<file path="config.mk">
export PLATFORM = sky130hd
export DESIGN_NAME = mem_stage_sram_ctrl
export DESIGN_NICKNAME = d
export VERILOG_FILES = /design/src/rtl/mem_stage_sram_ctrl.sv
export SDC_FILE = /design/constraint.sdc
export NUM_CORES = 1
export LEC_CHECK = 0
export CORE_MARGIN = 5
export CORE_UTILIZATION = 45
export CTS_CLUSTER_SIZE = 20
export DETAILED_ROUTE_END_ITERATION = 8
export PLACE_DENSITY = 0.77
export REMOVE_ABC_BUFFERS = 1
export SYNTH_ARGS = -nofsm -noshare
export SYNTH_HDL_FRONTEND = slang
export SYNTH_SLANG_ARGS = --single-unit
</file>
<file path="constraint.sdc">
create_clock -name clk -period 2.15 [get_ports clk]
set_input_delay 0.215 -clock clk [delete_from_list [all_inputs] [get_ports clk]]
set_output_delay 0.215 -clock clk [all_outputs]
set_load 0.01 [all_outputs]
</file>
<file path="src/rtl/mem_stage_sram_ctrl.sv">
`timescale 1ns/1ps
`default_nettype none
// ============================================================================
//  Module   : mem_stage_sram_ctrl
//  Purpose  : Memory stage of the ARM pipeline. Performs 32-bit loads/stores
//             against an external 16-bit SRAM as two half-word accesses with
//             programmable wait states, stalls the pipeline while an access
//             is in flight, and holds the MEM/WB pipeline register.
//  Ports    : clk, rst (async, active low)
//             execute side : wb_en_i, mem_r_en_i, mem_w_en_i, alu_res_i,
//                            val_rm_i, dest_i, stall_o
//             MEM/WB side  : wb_en_o, mem_r_en_o, alu_res_o, mem_data_o, dest_o
//             SRAM side    : sram_addr_o, sram_dq_o, sram_dq_oe_o, sram_dq_i,
//                            sram_we_n_o
//  Revision : 1.0 - initial release
// ============================================================================
module mem_stage_sram_ctrl #(
  parameter int unsigned BASE_ADDR   = 1024,
  parameter int unsigned SRAM_AW     = 18,
  parameter int unsigned WAIT_CYCLES = 1
) (
  input  logic               clk,
  input  logic               rst,
  input  logic               wb_en_i,
  input  logic               mem_r_en_i,
  input  logic               mem_w_en_i,
  input  logic [31:0]        alu_res_i,
  input  logic [31:0]        val_rm_i,
  input  logic [3:0]         dest_i,
  output logic               stall_o,
  output logic               wb_en_o,
  output logic               mem_r_en_o,
  output logic [31:0]        alu_res_o,
  output logic [31:0]        mem_data_o,
  output logic [3:0]         dest_o,
  output logic [SRAM_AW-1:0] sram_addr_o,
  output logic [15:0]        sram_dq_o,
  output logic               sram_dq_oe_o,
  input  logic [15:0]        sram_dq_i,
  output logic               sram_we_n_o
);

  localparam logic [31:0] BASE      = 32'(BASE_ADDR);
  localparam logic [3:0]  WAIT_LAST = 4'(WAIT_CYCLES);

  typedef enum logic [1:0] {
    IDLE = 2'd0,
    LO   = 2'd1,
    HI   = 2'd2,
    DONE = 2'd3
  } state_t;

  state_t             state, state_nx;
  logic [3:0]         cnt, cnt_nx;
  logic [SRAM_AW-2:0] word_addr;
  logic [31:0]        wdata;
  logic [31:0]        rdata;
  logic               is_read;
  logic               req;
  logic               last_beat;
  logic [SRAM_AW:0]   off;
  logic               unused_off_bits;

  // Only the low SRAM_AW+1 bits of the offset are needed; subtraction modulo
  // 2^32 agrees with this narrower subtraction on those bits.
  assign off             = alu_res_i[SRAM_AW:0] - BASE[SRAM_AW:0];
  assign unused_off_bits = ^off[1:0];

  assign req       = mem_r_en_i | mem_w_en_i;
  assign last_beat = (cnt == WAIT_LAST);

  // Forced low while reset is asserted so the pipeline is released at once,
  // even if execute is still presenting a memory request.
  assign stall_o = rst & (((state == IDLE) & req) | (state == LO) | (state == HI));

  always_comb begin
    state_nx = state;
    cnt_nx   = cnt;
    case (state)
      IDLE: begin
        if (req) begin
          state_nx = LO;
          cnt_nx   = 4'd0;
        end
      end
      LO: begin
        if (last_beat) begin
          state_nx = HI;
          cnt_nx   = 4'd0;
        end else begin
          cnt_nx = cnt + 4'd1;
        end
      end
      HI: begin
        if (last_beat) begin
          state_nx = DONE;
          cnt_nx   = 4'd0;
        end else begin
          cnt_nx = cnt + 4'd1;
        end
      end
      DONE:    state_nx = IDLE;
      default: state_nx = IDLE;
    endcase
  end

  always_ff @(posedge clk or negedge rst) begin
    if (!rst) begin
      state     <= IDLE;
      cnt       <= 4'd0;
      word_addr <= '0;
      wdata     <= 32'd0;
      rdata     <= 32'd0;
      is_read   <= 1'b0;
    end else begin
      state <= state_nx;
      cnt   <= cnt_nx;
      // Request is captured once; execute outputs are ignored until DONE.
      if ((state == IDLE) && req) begin
        word_addr <= off[SRAM_AW:2];
        wdata     <= val_rm_i;
        is_read   <= mem_r_en_i;
      end
      // Read data is sampled on the final wait cycle of each half.
      if (is_read && last_beat) begin
        if (state == LO) rdata[15:0]  <= sram_dq_i;
        if (state == HI) rdata[31:16] <= sram_dq_i;
      end
    end
  end

  always_comb begin
    sram_addr_o  = '0;
    sram_dq_o    = 16'd0;
    sram_dq_oe_o = 1'b0;
    sram_we_n_o  = 1'b1;
    case (state)
      LO: begin
        sram_addr_o = {word_addr, 1'b0};
        if (!is_read) begin
          sram_dq_o    = wdata[15:0];
          sram_dq_oe_o = 1'b1;
          sram_we_n_o  = 1'b0;
        end
      end
      HI: begin
        sram_addr_o = {word_addr, 1'b1};
        if (!is_read) begin
          sram_dq_o    = wdata[31:16];
          sram_dq_oe_o = 1'b1;
          sram_we_n_o  = 1'b0;
        end
      end
      default: ;
    endcase
  end

  // MEM/WB register: bubble while stalled, otherwise follow execute.
  always_ff @(posedge clk or negedge rst) begin
    if (!rst) begin
      wb_en_o    <= 1'b0;
      mem_r_en_o <= 1'b0;
      alu_res_o  <= 32'd0;
      mem_data_o <= 32'd0;
      dest_o     <= 4'd0;
    end else if (stall_o) begin
      wb_en_o    <= 1'b0;
      mem_r_en_o <= 1'b0;
    end else begin
      wb_en_o    <= wb_en_i;
      mem_r_en_o <= mem_r_en_i;
      alu_res_o  <= alu_res_i;
      dest_o     <= dest_i;
      if ((state == DONE) && is_read) mem_data_o <= rdata;
    end
  end

endmodule
`default_nettype wire

</file>
Word level (Yosys, flattened, before mapping). Cells that the tools add are included. Widths: inputs -> output; s select.

Register bits: 158. Output and inout bits: 107. Bits of input ports: 89. Word-level logic and storage cells: 55.

Bitwise operators: 6. Muxes and demuxes: 17. Equal/unequal tests: 7. Reductions and logical operators: 11. Add/sub/neg operators: 2.

Operator list (count): $pmux 18 s2 (1); $mux 16 (2); $pmux 16 s2 (1); $sub 19x11->19 const B (1); $mux 4 (2); $pmux 2 s4 (1); $pmux 4 s2 (1); $reduce_and 2->1 (4); $mux 1 (6); $mux 2 (3); $ne 2x2->1 const B (3); $add 4x1->4 const B (1); $eq 2x2->1 const B (2); $eq 4x1->1 const B (1); $logic_and 1x1->1 (3); $or 1x1->1 (3); $reduce_and 3->1 (1); $and 1x1->1 (2); $eq 2x1->1 const B (1); $logic_not 2->1 (1); $reduce_bool 2->1 (1); $reduce_or 2->1 (1); $not 1->1 (1).

Logic depth before layout (Yosys ltp). Gate-level depths: netlist of the first run.

Word-level depth: 7. Depth in mapped cells: 9. Mapped depth without buffers: 6.

Worst setup path after synthesis of the first run. Ideal clock, no wire load.

Kind: reg2out. Start point: register state[0]. End point: output port sram_addr_o[11]. Data arrival time: 1.710 ns. Required time: 1.935 ns. Stages on the path, launching flop included: 8. Path slack: 0.225 ns. Cell sequence: dfrtp_1 > inv_1 > ha_1 > buf_2 > nor2_1 > nor2b_1 > clkbuf_1 > and2_1.

Word-level cells in the longest chain between the ends: 2.

RTL lines: start: declaration (RTL line 53) `state_t state, state_nx;`; start signal: assignment (RTL line 116) `state <= state_nx;`; $eq 2x2->1 or $eq 2x1->1 (tied branches) (RTL line 137) `case (state)`; $pmux 18 s2 * (RTL line 137); end: declaration (RTL line 36) `output logic [SRAM_AW-1:0] sram_addr_o,`.

Mark *: on every way between the ends. The rest lies on a longest branch, timed or not.

Worst setup path in the final report of the first run.
Start point: register state[1]. End point: output port sram_dq_o[12].

Word-level cells in the longest chain between the ends: 2.

RTL lines: $eq 2x2->1 or $eq 2x1->1 (tied branches) (RTL line 137); $pmux 16 s2 * (RTL line 137); end: declaration (RTL line 37) `output logic [15:0] sram_dq_o,`.

Marked as above.

==> reports/qor.yml, run 1 <==
outcome: "complete, but fails checks"
failed_checks: "hold timing, setup timing"
grt_pass1_vias: 5756
p_clk_share_pct: 20.2
routed_wl_um: 18400
swShare_pct: 35.1
path_clk_slew_ps: 60
htreeDepth: 4
vdd_drop_max_uv: 748
fp.dieW_um: 133
preCtsSetupSlack_ps: -47.0
async_reset_ff_share_pct: 100
synth_area_leader_cell: "dfrtp_1"
syn_inst: 615
nFillCells: 1105
synth_common_cells: "191 x nand2_1, 158 x dfrtp_1, 33 x mux2_2, 32 x o22ai_1, 29 x mux2_4"
synth_top_family_by_area: "simple AND/OR/NAND/NOR gates"
die_area_um2: 17600
yosys_warnings: 0
synth_area_leaders: "dfrtp_1 58%, nand2_1 11%, mux2_4 6.4%"
ant_nets: 0
synth_compound_area_share_pct: 7.45
slew_headroom_pct: 46.6
path_max_fanout: 17
internal_power_w: 0.00961
synth-edff-count: 0
clock_sinks: 158
io_buffers: 195
initial_core_util_pct: 46.3
required_ps: 1930
grt_max_degree: 159
fin_skew_ps: 10.5
die_y_um: 133
drive_gt1_share_pct: 22.5
yosysSeqAreaShare_pct: 58.3
dp.cells: 976
ys_ff_latch: 158
hold_viol_final: 37
dp_hpwl_um: 11900
ioPinCount: 196
setup_viol: 1
std_cell_rows: 44
slew_viol_final: 0
synth_simple_gate_area_share_pct: 16.3
final_nets: 918
clk_latency_ps: 420
muxShareOfSynthArea_pct: 13.1
drc: 0
cts_buffers: 17
cp.arrival_ps: 1950
vias: 5355
grt_antenna_before_repair: 0
avgViaCountPerCell: 5.26
final.setup.tns_ps: -13.6
cts_root_buffer: "clkbuf_16"
worstMarginPinSlew_ps: 802
seq_power_share_pct: 35.0
fin_crit_sh_pct: 101
netlist_area_um2: 6790
fin_cells: 1018
yosysTopAreaCellShare_pct: 58.3
clock_path_buffers: 2
synth_ff_type: "dfrtp_1"
hold_class: "in -> async"
worst_hold_slack_ps: -24.4
syn_avg_cell_area_um2: 11.0
gr-total-overflow: 0
synth_adder_area_share_pct: 1.47
first_iter_violations: 214
n_antenna_cell: 0
cp-end-kind: "output port"
power_switching_w: 0.00519
fmax_mhz: 462
yosysUniqueCellTypes: 40
cts_hold_buf: 0
coreArea_um2: 14600
start_kind: "register"
rsz0062_at_grt: "yes"
drtPass1Iterations: 4
synth-xor-area-share_pct: 0.258
syn2layout_area_growth_pct: 42.8
synth_most_common_cell: "nand2_1"
gp_congestion: 0.783
total_power_w: 0.0148
grt_pass1_wl_um: 29400
cellPowerDensity_nw_per_um2: 1530
cts_tree: "built"
p_leak_nw: 4.41
wire_per_inst_um: 18.1
finalWorstSetupSlack_ps: -13.6
maxCapViolCount: 0
min_period_ps: 2160
path_class: "reg -> out"
combPwrFrac_pct: 44.8
track_usage_pct: 20.7
-- path summary, 6_finish.rpt --
check	from	endpoint	slack [ps]	cells after the start
max	state[1]	sram_dq_o[12]	-10	7
min	rst	mem_data_o[13]	-20	2
max reg2reg	state[1]	alu_res_o[29]	60	8
min reg2reg	word_addr[2]	word_addr[2]	470	2
max in group asynchronous	rst	word_addr[9]	1600	2
min in group clk	rst	wb_en_o	210	4
-- power groups by stage --
stage	Combinational, W	Sequential (W)	Clock, W
after floorplan	0.00301	0.00520	0
after global placement	0.00609	0.00508	0
after detailed placement	0.00633	0.00515	0
after CTS	0.00644	0.00513	0.00305
after global routing	0.00719	0.00533	0.00318
final	0.00662	0.00518	0.00299
-- cell type report --
| class | instances | area (um^2) | area share [%] |
|---|---|---|---|
| well taps | 184 | 230 | 2.37 |
| flip-flops and latches | 158 | 3950 | 40.8 |
| repair buffers | 225 | 2140 | 22.1 |
| inverters | 7 | 30.0 | 0.310 |
| multi-input cells | 412 | 2750 | 28.3 |
| clock inverters | 9 | 108 | 1.11 |
| clock buffers | 23 | 488 | 5.03 |
-- critical path, stage by stage (launching register included) --
cell and delay, ps:
dfrtp_1 390, buf_4 160, ha_4 180, buf_4 160, buf_12 150, a22oi_2 160, nor2_1 50, dlygate4sd2_1 280
-- sequential cells by signal (all words and copies together), names as in the netlist --
name,flops
wb_en_o,1
rdata,32
mem_data_o,32
is_read,1
wdata,32
cnt,4
mem_r_en_o,1
dest_o,4
alu_res_o,32
word_addr,17
state,2
-- per-stage QoR --
stage	util [%]	instance area, um^2
after floorplan	-	6600
after global placement	61.6	9020
after detailed placement	61.6	9020
after CTS	66.0	9670
after global routing	66.2	9690
final	66.2	9690
-- routing by layer --
layer	routed length [um]	part of all wire, %	vias up	track usage, %
met3	1340	7.3	29	7.10
met1	7840	43	2650	25.4
met5	0	0	-	0
met4	296	1.6	0	6.81
met2	8920	48	201	34.5
li1	-	-	2475	-
-- kinds of logic after synthesis --
| kind of cell | count (synthesis) |
|---|---|
| AO/OA/AOI/OAI | 75 |
| multiplexers | 69 |
| adder cells (fa/ha/maj) | 8 |
| XOR/XNOR | 2 |
| buffers and inverters | 45 |
| flip-flops | 158 |
| AND/OR/NAND/NOR | 258 |
-- repair_timing --
item,in CTS,in global routing
gates cloned,1,1
endpoints found under the setup margin,37,50
pin swaps,1,6
setup buffers,4,4
resized for setup,77,69
-- placed cells by master (no fill, tap or decap), types with 2 or more instances in the layout --
cell             count
mux2_4              30
bufinv_16            2
clkinv_2             4
or3_1                3
a22oi_2             11
or3b_2               3
clkbuf_2            25
xnor2_1              2
buf_12               5
o31ai_1              3
o21ai_0             11
dlygate4sd2_1        4
clkbuf_16           18
nor2_1              22
clkbuf_1             2
nand2_1            191
ha_1                 5
nand2b_1             4
ha_4                 3
or4_1                2
buf_6                7
buf_2                5
nand3_1              2
and2_4               3
buf_4               20
clkbuf_8             4
o22ai_1             32
a22oi_1              5
clkinvlp_4           2
inv_1                4
mux2_1               6
clkdlybuf4s50_1    157
nor3b_1              2
dfrtp_1            158
nand3_2              2
a31oi_1              5
and2_1              18
mux2_2              33
(Power assumes the default switching activity.)
==> inputs of run 2 (changes only) <==
--- a/config.mk
+++ b/config.mk
@@ -5,7 +5,7 @@
 export SDC_FILE = /design/constraint.sdc
 export NUM_CORES = 1
 export LEC_CHECK = 0
-export CORE_MARGIN = 5
+export CORE_MARGIN = 2
 export CORE_UTILIZATION = 45
 export CTS_CLUSTER_SIZE = 20
 export DETAILED_ROUTE_END_ITERATION = 8
==> constraint.sdc (replaced) <==
create_clock -name clk -period 2.15 [get_ports clk]
set_input_delay 0.3225 -clock clk [delete_from_list [all_inputs] [get_ports clk]]
set_output_delay 0.3225 -clock clk [all_outputs]
set_load 0.01 [all_outputs]
==> run 2 against run 1 <==
  * The run ends with setup timing left
  * Die area shrank 8.8%
  * Combinational power grew 9.4%
  * Clock skew is essentially flat
  * Wire length shrank 1.8%
  * Core utilization grew 1.9 points
  * Global-route usage grew 2.2 points
  * Worst setup slack lost 93 ps
  * Via count grew 1.2%
  * Non-clock buffer count grew 11
  * Critical path depth grew 2
  * Cell area grew 2.8%
  * First-iteration DRC count grew 83%
  * Critical endpoint is now sram_addr_o[3]
  * Largest cell class unchanged
==> reports/qor.yml, run 2 (synthesis gave the netlist of run 1 again) <==
fin_skew_ps: 10.9  # +0.401 ps
cp-end-kind: "output port"
total_power_w: 0.0155  # +4.6%
htreeDepth: 4  # unchanged
avgViaCountPerCell: 5.27  # about the same
cts_hold_buf: 0  # unchanged
vdd_drop_max_uv: 998  # +33%
path_class: "reg -> out"
std_cell_rows: 44  # unchanged
dp_hpwl_um: 11400  # -4.2%
swShare_pct: 35.1  # about the same
vias: 5418  # +1.2%
grt_pass1_wl_um: 29400  # about the same
cts_buffers: 17  # unchanged
routed_wl_um: 18100  # -1.8%
min_period_ps: 2260  # +92.5 ps
n_antenna_cell: 0  # unchanged
clock_path_buffers: 2  # unchanged
top_layer_used: "met4"
nFillCells: 1093  # -1.1%
start_kind: "register"
drtPass1Iterations: 5  # +1
syn2layout_area_growth_pct: 46.9
p_leak_nw: 4.51  # +2.3%
grt_max_degree: 159  # unchanged
required_ps: 1830  # -100 ps
outcome: "complete, but fails checks"
final_nets: 929  # +1.2%
setup_viol: 13  # +12
preCtsSetupSlack_ps: -57.8  # -10.9 ps
die_y_um: 127  # -4.5%
drc: 0  # unchanged
wirelength_met1_um: 7630  # -2.7%
met2_length_um: 8930  # +0.21%
clk_latency_ps: 420  # about the same
finalWorstSetupSlack_ps: -106  # -92.5 ps
drive_gt1_share_pct: 25.8  # +3.3 points
cellPowerDensity_nw_per_um2: 1550  # +1.8%
gr-total-overflow: 0  # unchanged
fmax_mhz: 443  # -4.1%
grt_pass1_vias: 5794  # +0.66%
hold_viol_final: 0  # -100%
slew_viol_final: 0  # unchanged
failed_checks: "setup timing"
p_clk_share_pct: 19.5  # -0.7 points
combPwrFrac_pct: 46.8  # +2.0 points
hold_class: "in -> async"
slew_headroom_pct: 46.0  # -0.53 points
route.met3.wl_um: 1260  # -5.8%
ant_nets: 0  # unchanged
fp.dieW_um: 127  # -4.5%
final_util_pct: 68.1  # +1.9 points
coreArea_um2: 14600  # unchanged
path_clk_slew_ps: 60  # about the same
ioPinCount: 196  # unchanged
clock_sinks: 158  # unchanged
rsz0062_at_grt: "yes"
grt_antenna_before_repair: 0  # unchanged
final_common_cell: "nand2_1"
seq_power_share_pct: 33.7  # -1.3 points
io_buffers: 195  # unchanged
cts_tree: "built"
maxCapViolCount: 0  # unchanged
cp.arrival_ps: 1930  # -20 ps
internal_power_w: 0.0101  # +4.6%
gp_congestion: 0.801  # +2.2%
first_iter_violations: 392  # +83%
wire_per_inst_um: 17.6  # -2.8%
die_area_um2: 16100  # -8.8%
track_usage_pct: 23.0  # +2.2 points
initial_core_util_pct: 46.3  # unchanged
cts_root_buffer: "clkbuf_16"
path_max_fanout: 4  # -13
fin_crit_sh_pct: 105  # +4.3 points
power_switching_w: 0.00543  # +4.6%
worstMarginPinSlew_ps: 810  # +7.93 ps
layout_common_cells: "191 x nand2_1, 158 x dfrtp_1, 157 x clkdlybuf4s50_1"
==> run 2: changes by cell type in the layout (fill, tap and decap cells not counted), moves of 3 or more <==
| cell | delta |
|---|---|
| clkinv_2 | -3 |
| and2_1 | -12 |
| buf_4 | +3 |
| buf_6 | +20 |
| and2_4 | +12 |
| a22oi_2 | +5 |
| a22oi_1 | -5 |
| clkbuf_2 | -17 |
| buf_2 | +5 |
==> run 2: final cells by class <==
| type | instances | area [um^2] | share of cell area (%) |
|---|---|---|---|
| well taps | 184 | 230 | 2.31 |
| repair buffers | 236 | 2340 | 23.5 |
| multi-input cells | 412 | 2820 | 28.3 |
| clock inverters | 11 | 130 | 1.31 |
| flip-flops and latches | 158 | 3950 | 39.7 |
| clock buffers | 21 | 460 | 4.62 |
| inverters | 7 | 26.3 | 0.264 |
==> run 2: final timing paths <==
path	startpoint	endpoint	slack [ps]	depth (start not counted)
setup / recovery	state[1]	sram_addr_o[3]	-110	9
hold / removal	rst	is_read	80	2
setup reg to reg	state[1]	alu_res_o[30]	80	7
hold reg to reg	word_addr[6]	word_addr[6]	480	2
max in group asynchronous	rst	word_addr[10]	1480	2
min in group clk	rst	mem_r_en_o	230	3
==> run 2: critical path: stages (launching register included) <==
cell and delay (ps):
dfrtp_1 410, buf_6 140, ha_4 170, buf_6 120, nor2_4 120, nor2b_4 70
buf_6 110, buf_6 110, and2_4 150, buf_6 110
==> run 2: metal layers <==
metal	global-route usage [%]	vias up
li1	-	2499
met1	29.4	2678
met2	37.9	215
met4	7.37	0
met5	0	-
met3	6.71	26
==> run 2: power groups by stage <==
stage / Sequential (W) / Clock (W) / Combinational [W]
final: 0.00522 / 0.00301 / 0.00724
after floorplan: 0.00520 / 0 / 0.00301
after detailed placement: 0.00515 / 0 / 0.00624
after global routing: 0.00537 / 0.00320 / 0.00781
after global placement: 0.00509 / 0 / 0.00604
after CTS: 0.00516 / 0.00305 / 0.00680
==> run 2: what timing repair did <==
action,CTS,global route
setup buffers,10,5
pin swaps,7,9
cloned,3,1
endpoints found under the setup margin,42,55
resized for setup,152,56
==> run 2: stage by stage <==
stage	area, um^2	cells	hold slack (ps)	TNS [ps]
6_report	9970	1029	82.5	-1020
5_1_grt	9970	1029	160	-2440
4_1_cts	9800	1023	123	-1440
3_5_place_dp	9030	978	459	-686
3_3_place_gp	9030	978	458	0
2_1_floorplan	6600	577	26.9	-69410
